## src/rtl/add16_mp_seq_if.sv

```systemverilog
// Request/result bundle between a wide-add requester and the multi-precision adder sequencer.
interface add16_mp_seq_if #(
   parameter int WORDS = 4
);
   logic                  start;
   logic [16*WORDS-1:0]   A;
   logic [16*WORDS-1:0]   B;
   logic                  Cin;
   logic                  busy;
   logic                  done;
   logic [16*WORDS-1:0]   Sum;
   logic                  Cout;

   modport master (
      output start, A, B, Cin,
      input  busy, done, Sum, Cout
   );

   modport slave (
      input  start, A, B, Cin,
      output busy, done, Sum, Cout
   );
endinterface

```

## src/rtl/add16_mp_seq.sv

```systemverilog
// Wide unsigned adder that reuses one 16-bit adder, one word per cycle, LS word first.
// state | meaning
// IDLE  | waiting for start; Sum/Cout hold last result
// RUN   | one word added per cycle, carry kept in c
// DONE  | single-cycle done pulse, then back to IDLE

module add16 (
   input  logic [15:0] a,
   input  logic [15:0] b,
   input  logic        ci,
   output logic [15:0] s,
   output logic        co
);
   assign {co, s} = {1'b0, a} + {1'b0, b} + {16'd0, ci};
endmodule

module add16_mp_seq #(
   parameter int WORDS = 4
) (
   input  logic              clk,
   input  logic              rst_n,
   add16_mp_seq_if.slave     bus
);
   localparam int IW = $clog2(WORDS);
   localparam int N  = 16 * WORDS;

   typedef enum logic [1:0] {
      IDLE = 2'd0,
      RUN  = 2'd1,
      DONE = 2'd2
   } state_t;

   state_t            state_q, state_d;
   logic [IW-1:0]     idx;
   logic              c;
   logic [N-1:0]      a_q, b_q;
   logic [N-1:0]      sum_q;
   logic              cout_q;
   logic [IW+3:0]     lsb;
   logic [15:0]       add_s;
   logic              add_co;
   logic              last_word;

   assign lsb       = {idx, 4'b0000};
   assign last_word = (idx == IW'(WORDS - 1));

   add16 u_add16 (
      .a  (a_q[lsb +: 16]),
      .b  (b_q[lsb +: 16]),
      .ci (c),
      .s  (add_s),
      .co (add_co)
   );

   always_ff @(posedge clk) begin
      if (!rst_n) state_q <= IDLE;
      else        state_q <= state_d;
   end

   always_comb begin
      state_d = state_q;
      case (state_q)
         IDLE:    if (bus.start) state_d = RUN;
         RUN:     if (last_word) state_d = DONE;
         DONE:    state_d = IDLE;
         default: state_d = IDLE;
      endcase
   end

   // Operands are only captured in IDLE, so start during RUN/DONE cannot disturb them.
   always_ff @(posedge clk) begin
      if (!rst_n) begin
         idx    <= '0;
         c      <= 1'b0;
         a_q    <= '0;
         b_q    <= '0;
         sum_q  <= '0;
         cout_q <= 1'b0;
      end else begin
         case (state_q)
            IDLE: begin
               if (bus.start) begin
                  a_q <= bus.A;
                  b_q <= bus.B;
                  c   <= bus.Cin;
                  idx <= '0;
               end
            end
            RUN: begin
               sum_q[lsb +: 16] <= add_s;
               c                <= add_co;
               if (last_word) begin
                  cout_q <= add_co;
                  idx    <= '0;
               end else begin
                  idx <= idx + 1'b1;
               end
            end
            default: ;
         endcase
      end
   end

   assign bus.busy = (state_q == RUN);
   assign bus.done = (state_q == DONE);
   assign bus.Sum  = sum_q;
   assign bus.Cout = cout_q;
endmodule

```

## src/flat_wrapper.sv

```systemverilog
// flat-port wrapper written by rule: the top's interface ports become plain ports
module add16_mp_seq_flat 
#(
   parameter int WORDS = 4
)
  (clk, rst_n, bus_start, bus_A, bus_B, bus_Cin, bus_busy, bus_done, bus_Sum, bus_Cout);
  add16_mp_seq_if #(.WORDS(WORDS)) bus_i ();
  input  logic clk;
  input  logic rst_n;
  input wire logic [$bits(bus_i.start)-1:0] bus_start;
  input wire logic [$bits(bus_i.A)-1:0] bus_A;
  input wire logic [$bits(bus_i.B)-1:0] bus_B;
  input wire logic [$bits(bus_i.Cin)-1:0] bus_Cin;
  output wire logic [$bits(bus_i.busy)-1:0] bus_busy;
  output wire logic [$bits(bus_i.done)-1:0] bus_done;
  output wire logic [$bits(bus_i.Sum)-1:0] bus_Sum;
  output wire logic [$bits(bus_i.Cout)-1:0] bus_Cout;
  assign bus_i.start = bus_start;
  assign bus_i.A = bus_A;
  assign bus_i.B = bus_B;
  assign bus_i.Cin = bus_Cin;
  assign bus_busy = bus_i.busy;
  assign bus_done = bus_i.done;
  assign bus_Sum = bus_i.Sum;
  assign bus_Cout = bus_i.Cout;
  add16_mp_seq #(.WORDS(WORDS)) u_core (.clk(clk), .rst_n(rst_n), .bus(bus_i));
endmodule
```

## config.mk

```make
export PLATFORM = sky130hd
export DESIGN_NAME = add16_mp_seq_flat
export DESIGN_NICKNAME = d
export VERILOG_FILES = /design/src/rtl/add16_mp_seq_if.sv /design/src/rtl/add16_mp_seq.sv /design/src/flat_wrapper.sv
export SDC_FILE = /design/constraint.sdc
export NUM_CORES = 1
export LEC_CHECK = 0
export ABC_AREA = 1
export ABC_CLOCK_PERIOD_IN_PS = 2700
export BUFFER_PORTS_ARGS = -buffer_cell sky130_fd_sc_hd__buf_2
export CAP_MARGIN = 20
export CORE_ASPECT_RATIO = 1.25
export CORE_MARGIN = 2
export CORE_UTILIZATION = 49
export DETAILED_ROUTE_END_ITERATION = 10
export GPL_TIMING_DRIVEN = 0
export PLACE_DENSITY = 0.73
export SLEW_MARGIN = 0
export SYNTH_ARGS = -nofsm -noshare
export SYNTH_HDL_FRONTEND = slang
export SYNTH_SLANG_ARGS = --single-unit
```

## constraint.sdc

```tcl
create_clock -name clk -period 2.7 [get_ports clk]
set_input_delay 0.405 -clock clk [delete_from_list [all_inputs] [get_ports clk]]
set_output_delay 0.405 -clock clk [all_outputs]
set_load 0.005 [all_outputs]
```

==> results of run 1 <==
[layout by cell type (no fill, tap or decap), types with 5 or more instances in the layout]
master,n
ha_4,7
nand3_1,25
clkbuf_1,38
nand2_1,175
ha_1,11
nor2_1,338
buf_4,20
inv_1,45
nor2_2,8
o22ai_2,16
o22ai_1,13
a21oi_1,70
buf_2,215
buf_1,5
nand4_1,18
o21ai_0,165
dfxtp_1,196
clkbuf_4,9
clkbuf_16,18
o21ai_1,21
nand2_2,12
[layout make-up]
cell class,instances,area (um2)
fillers,1579,6190
repair buffers,215,1140
multi-input cells,925,4710
clock buffers,18,439
clock inverters,14,150
plain buffers,83,485
well taps,224,280
flip-flops and latches,198,3970
inverters,50,200
[flip-flops by register name, summed over array words and instances, names as in the netlist]
register	count
u_core.c	1
u_core.bus.Cout	1
u_core.state_q	2
u_core.bus.Sum	64
u_core.b_q	64
u_core.a_q	64
u_core.idx	2
[worst register-to-register path: stages (launching register included)]
cell,delay [ns]
dfxtp_4,0.41
inv_8,0.11
clkbuf_4,0.24
nand2_1,0.08
a32oi_1,0.27
inv_1,0.11
fa_2,0.42
xnor2_1,0.51
nand2_1,0.12
nor2_1,0.19
nand2_1,0.08
a21oi_1,0.11
[cell families after synthesis]
group / share of synthesized area, %
flip-flops: 44.9
AO/OA/AOI/OAI: 17.9
AND/OR/NAND/NOR: 26.8
buffers and inverters: 6.23
adder cells (fa/ha/maj): 3.43
XOR/XNOR: 0.779
[metrics by stage]
step / power, W / hold slack, ns / instances / setup TNS [ns]
CTS: 0.00759 / 0.203 / 1714 / 0
floorplan: 0.00430 / 0.449 / 1256 / 0
detailed placement: 0.00491 / 0.456 / 1678 / -33.22
global route: 0.00817 / 0.214 / 1727 / -0.649
global placement: 0.00488 / 0.449 / 1678 / -31.28
finish: 0.00785 / 0.209 / 1727 / -0.00856
[how the worst min path moves through the flow]
stage	from	endpoint	slack [ns]	cells past startpoint
floorplan	u_core.a_q[32]$_SDFFE_PN0P_	u_core.a_q[32]$_SDFFE_PN0P_	0.45	2
global placement	u_core.bus.Sum[54]$_SDFFE_PN0P_	u_core.bus.Sum[54]$_SDFFE_PN0P_	0.45	2
detailed placement	u_core.bus.Sum[61]$_SDFFE_PN0P_	u_core.bus.Sum[61]$_SDFFE_PN0P_	0.46	2
CTS	bus_B[39]	u_core.b_q[39]$_SDFFE_PN0P_	0.20	3
global route	bus_A[7]	u_core.a_q[7]$_SDFFE_PN0P_	0.21	3
finish	bus_A[24]	u_core.a_q[24]$_SDFFE_PN0P_	0.21	3
[metal layers]
metal / wire, um / GRT usage [%] / vias up
li1: - / - / 4568
met1: 11700 / 35.4 / 4186
met2: 13800 / 48.2 / 413
met3: 1880 / 5.08 / 105
met4: 1910 / 19.3 / 0
met5: 0 / 0 / -
[repair_timing]
item,in CTS,in global routing
hold buffers,0,0
endpoints found under the setup margin,62,53
gates resized for setup,77,85
gates cloned,0,1
pin swaps,7,13
setup buffers,4,12
[power groups by stage]
stage / registers (W) / logic (W) / clock network, W
after floorplan: 0.00325 / 0.00105 / 0
after CTS: 0.00322 / 0.00179 / 0.00258
after detailed placement: 0.00329 / 0.00162 / 0
after global placement: 0.00328 / 0.00160 / 0
after global routing: 0.00325 / 0.00222 / 0.00271
final: 0.00323 / 0.00205 / 0.00257
==> out/metrics.yaml, run 1 <==
run_status:
  status: "finished, violations left"
  violations: "negative setup slack"
floorplan:
  die_height_um: 154
  ios: 199
  rows: 54
  core_mm2: 0.0176
  start_util_pct: 50.3
  die_area_mm2: 0.0191
  fp.dieW_um: 124
synthesis:
  synth_cell_type_count: 36
  yosysTopAreaCellShare_pct: 44.9
  synth_seq_area_share_pct: 44.9
  syn-mean-instance-area_um2: 7.03
  netlist_top_cells_area: "dfxtp_1 45%, nor2_1 15%, o21ai_0 11%"
  synthArstFlopShare_pct: 0
  syn-cell-area_mm2: 0.00883
  yosys-top-cells-count: "343 x nor2_1, 198 x dfxtp_1, 187 x nand2_1"
  yosysMostFrequentCell: "nor2_1"
  synth_edf_count: 0
  yosys.area.top_type: "dfxtp_1"
  syn-num-nets: 1411
  ys_ff_latch: 198
  synth_ff_type: "dfxtp_1"
  synth_cells: 1256
  ys_warn_count: 0
finish:
  fin_area_mm2: 0.0114
  antenna-diode-count: 0
  drive_above_1_share_pct: 24.5
  syn2layout_area_growth_pct: 28.7
  nets: 1645
  fin_util_pct: 64.7
sta:
  max_freq_mhz: 369
  rsz0062_at_grt: "yes"
  final_hold_viol_count: 0
  slew_headroom_pct: 54.4
  fin_worst_skew_ns: 0.00797
  post-route-min-period_ns: 2.71
  setup_ws_ns: -0.00845
  tightest_slew_ns: 0.684
  finalMaxSlewViolations: 0
  finalCritPeriodShare_pct: 100
  finalSetupViolations: 2
cts:
  cts_tree: "built"
  cts_sinks: 198
  ctsLongestPathBuffers: 2
  cts.clk_slew.worst_paths_ns: 0.07
  worst_skew_pair.late_latency_ns: 0.45
  clockRootBuffer: "clkbuf_16"
  cts_buffers: 17
  htreeDepth: 4
detailed_routing:
  vias: 9272
  wl_per_cell_um: 16.9
  ant_nets: 0
  drt-total-wl_mm: 29.2
  firstDrtPassIters: 5
  drt_iter0_drc: 803
  vias_per_cell: 5.37
  post-route-drc-count: 0
critical_path:
  rr_worst_depth: 11
  end_kind: "flop"
  critPathMaxFanout: 10
  cp.depth: 11
  reg2reg_slack_ns: -0.008
  crit_buf_inv: 3
  rr_startpoint: "u_core.idx[0]$_SDFFE_PN0P_"
  slowest_stage: "xnor2_1"
  cp.arrival_ns: 3.08
  cp_cell_sequence: "inv_8 > clkbuf_4 > nand2_1 > a32oi_1 > inv_1 > fa_2 > xnor2_1 > nand2_1 > nor2_1 > nand2_1 > a21oi_1"
  worstSetupStartpointType: "flop"
  worst_ep_required_time_ns: 3.07
  critPathMaxStageDelay_ns: 0.51
  critPathCapture: "u_core.bus.Sum[18]$_SDFFE_PN0P_"
  startpoint: "u_core.idx[0]$_SDFFE_PN0P_"
  critPathMostFrequentCell: "nand2_1"
  critPathKind: "flop to flop"
  r2r_end: "u_core.bus.Sum[18]$_SDFFE_PN0P_"
  cp_top_family: "XOR/XNOR gates"
pwr:
  power_frac_clock_pct: 32.7
  power_switching_w: 0.00257
  power.density_mw_per_mm2: 690
  p_comb_share_pct: 26.1
  p_int_w: 0.00528
  switching_share_pct: 32.7
  irDropWorstVdd_v: 0.000520
  seqPwrFrac_pct: 41.2
  leakage_nw: 5.10
place:
  hpwl_mm: 22.0
  portBuffers: 198
  pre_cts_ws_ns: -0.944
  place_congestion: 0.937
  placed_area_mm2: 0.0101
global_route:
  grt_pass1_vias: 8490
  grt_max_degree: 18
  grt_pass1_wl_mm: 42.9
  overflow: 0
  grt_usage_pct: 29.6
  antenna_found_initial: 0
flow_run:
  maxCapViolations: 0
worst_hold_path:
  min_path_type: "input pin to flop"
Note: power is estimated with default switching activity, not from simulation.
==> run 2, diff against run 1 <==
--- a/config.mk
+++ b/config.mk
@@ -9,13 +9,17 @@
 export ABC_CLOCK_PERIOD_IN_PS = 2700
 export BUFFER_PORTS_ARGS = -buffer_cell sky130_fd_sc_hd__buf_2
 export CAP_MARGIN = 20
+export CELL_PAD_IN_SITES_DETAIL_PLACEMENT = 1
+export CELL_PAD_IN_SITES_GLOBAL_PLACEMENT = 1
 export CORE_ASPECT_RATIO = 1.25
 export CORE_MARGIN = 2
-export CORE_UTILIZATION = 49
+export CORE_UTILIZATION = 36
+export CTS_BUF_LIST = sky130_fd_sc_hd__clkbuf_8
 export DETAILED_ROUTE_END_ITERATION = 10
 export GPL_TIMING_DRIVEN = 0
-export PLACE_DENSITY = 0.73
+export PLACE_DENSITY = 0.76
 export SLEW_MARGIN = 0
 export SYNTH_ARGS = -nofsm -noshare
 export SYNTH_HDL_FRONTEND = slang
 export SYNTH_SLANG_ARGS = --single-unit
+export TNS_END_PERCENT = 5
==> out/metrics.yaml, run 2 (synthesis gave the netlist of run 1 again) <==
place:
  hpwl_mm: 26.2  # was 22.0 mm
  place_congestion: 0.846  # was 0.937
  portBuffers: 198  # unchanged
  pre_cts_ws_ns: -1.13  # was -0.944 ns
sta:
  finalMaxSlewViolations: 0  # unchanged
  rsz0062_at_grt: "yes"  # unchanged
  fin_worst_skew_ns: 0.0166  # was 0.00797 ns
  post-route-min-period_ns: 2.75  # was 2.71 ns
  finalCritPeriodShare_pct: 102  # was 100%
  max_freq_mhz: 364  # was 369 MHz
  tns_ns: -0.141  # was -0.00856 ns
  finalSetupViolations: 5  # was 2
  final_hold_viol_count: 0  # unchanged
  slew_headroom_pct: 41.7  # was 54.4%
  tightest_slew_ns: 0.874  # was 0.684 ns
  setup_ws_ns: -0.0453  # was -0.00845 ns
detailed_routing:
  vias_per_cell: 5.17  # was 5.37
  drt_iter0_drc: 437  # was 803
  drt-total-wl_mm: 35.3  # was 29.2 mm
  post-route-drc-count: 0  # unchanged
  wl_per_cell_um: 19.2  # was 16.9 um
  firstDrtPassIters: 4  # was 5
  ant_nets: 0  # unchanged
  vias: 9490  # was 9272
cts:
  ctsLongestPathBuffers: 2  # unchanged
  htreeDepth: 4  # unchanged
  cts.clk_slew.worst_paths_ns: 0.12  # was 0.07 ns
  cts_buffers: 17  # unchanged
  clockRootBuffer: "clkbuf_8"  # was clkbuf_16
  worst_skew_pair.late_latency_ns: 0.50  # was 0.45 ns
  cts_tree: "built"  # unchanged
  cts_sinks: 198  # unchanged
critical_path:
  cp.arrival_ns: 3.18  # was 3.08 ns
  critPathKind: "flop to flop"  # unchanged
  end_kind: "flop"  # unchanged
  worst_ep_required_time_ns: 3.13  # was 3.07 ns
  worstSetupStartpointType: "flop"  # unchanged
  critPathMaxFanout: 7  # was 10
finish:
  antenna-diode-count: 0  # unchanged
  layout_commonest_cell: "nor2_1"  # unchanged
  fin_util_pct: 47.8  # was 64.7%
  final_cell_mix: "335 x nor2_1, 215 x buf_2, 196 x dfxtp_1, 168 x nand2_1, 156 x o21ai_0"  # was 338 x nor2_1, 215 x buf_2, 196 x dfxtp_1, 175 x nand2_1, 165 x o21ai_0
  nets: 1649  # was 1645
  syn2layout_area_growth_pct: 31.2  # was 28.7%
  drive_above_1_share_pct: 26.9  # was 24.5%
global_route:
  grt_max_degree: 20  # was 18
  grt_usage_pct: 27.0  # was 29.6%
  antenna_found_initial: 0  # unchanged
  grt_pass1_wl_mm: 52.1  # was 42.9 mm
  overflow: 0  # unchanged
  grt_pass1_vias: 9465  # was 8490
run_status:
  status: "finished, violations left"  # unchanged
  violations: "negative setup slack"  # unchanged
floorplan:
  ios: 199  # unchanged
  start_util_pct: 36.4  # was 50.3%
  die_height_um: 179  # was 154 um
  core_mm2: 0.0243  # was 0.0176 mm2
  fp.dieW_um: 144  # was 124 um
  die_area_mm2: 0.0258  # was 0.0191 mm2
  rows: 64  # was 54
pwr:
  finalPower_w: 0.00755  # was 0.00785 W
  irDropWorstVdd_v: 0.000355  # was 0.000520 V
  power_frac_clock_pct: 26.7  # was 32.7%
  switching_share_pct: 37.0  # was 32.7%
  p_int_w: 0.00476  # was 0.00528 W
  power_switching_w: 0.00279  # was 0.00257 W
  p_comb_share_pct: 30.3  # was 26.1%
  power.density_mw_per_mm2: 651  # was 690 mW/mm2
  seqPwrFrac_pct: 43.0  # was 41.2%
  leakage_nw: 5.10  # about the same
worst_hold_path:
  min_path_type: "input pin to flop"  # unchanged
flow_run:
  maxCapViolations: 0  # unchanged
==> run 2: changes by cell type in the layout (fill, tap and decap cells not counted), sizes merged <==
cell | before | now
bufinv | 2 | 1
buf | 248 | 257
clkbuf | 68 | 63
clkinvlp | 2 | 0
inv | 54 | 58
clkinv | 6 | 5
==> run 2: layout make-up <==
cell class | count | area, um2
clock inverters | 14 | 160
inverters | 50 | 200
repair buffers | 222 | 1190
plain buffers | 80 | 478
well taps | 330 | 413
flip-flops and latches | 198 | 3970
clock buffers | 18 | 248
multi-input cells | 925 | 4930
fillers | 3159 | 12700
==> run 2: stage by stage <==
stage                     instance area (um2)  hold WS [ns]  cells
after floorplan                          8830         0.449   1256
after global placement                  10200         0.453   1784
after detailed placement                10200         0.454   1784
after CTS                               11200         0.142   1833
after global routing                    11600         0.144   1837
final                                   11600         0.149   1837
==> run 2: final timing paths <==
check	start	endpoint	slack, ns	cells after the start
max	u_core.idx[0]$_SDFFE_PN0P_	u_core.bus.Sum[26]$_SDFFE_PN0P_	-0.05	15
min	bus_A[40]	u_core.a_q[40]$_SDFFE_PN0P_	0.15	3
max reg2reg	u_core.idx[0]$_SDFFE_PN0P_	u_core.bus.Sum[26]$_SDFFE_PN0P_	-0.05	15
min reg2reg	u_core.bus.Sum[50]$_SDFFE_PN0P_	u_core.bus.Sum[50]$_SDFFE_PN0P_	0.47	2
==> run 2: timing repair <==
action / CTS / global route
hold buffers: 0 / 0
endpoints found under the setup margin: 65 / 51
pin swaps: 19 / 37
gates resized for setup: 116 / 99
buffers inserted: 18 / 6
==> run 2: layer usage <==
| layer | vias up | global-route usage (%) | wire length, um |
|---|---|---|---|
| met5 | - | 0 | 0 |
| met4 | 0 | 16.0 | 2270 |
| met3 | 96 | 3.93 | 1610 |
| met2 | 312 | 47.1 | 17200 |
| met1 | 4492 | 31.1 | 14300 |
| li1 | 4590 | - | - |
==> run 2: critical path, stage by stage (launching register included) <==
cell	delay, ns
dfxtp_4	0.49
clkbuf_16	0.19
o21ai_1	0.12
o22ai_4	0.21
fa_2	0.27
inv_2	0.05
fa_2	0.35
inv_2	0.08
nand4_1	0.09
nand2_2	0.16
nand2_1	0.12
nand2_1	0.09
nand2_1	0.08
nand2_4	0.13
nand4_1	0.11
a21oi_1	0.14
==> run 2: power groups by stage <==
stage                     logic, W  registers [W]  clock network [W]
final                      0.00229        0.00324            0.00201
after global routing       0.00248        0.00326            0.00214
after CTS                  0.00200        0.00324            0.00204
after detailed placement   0.00171        0.00330                  0
after global placement     0.00167        0.00329                  0
after floorplan            0.00105        0.00325                  0
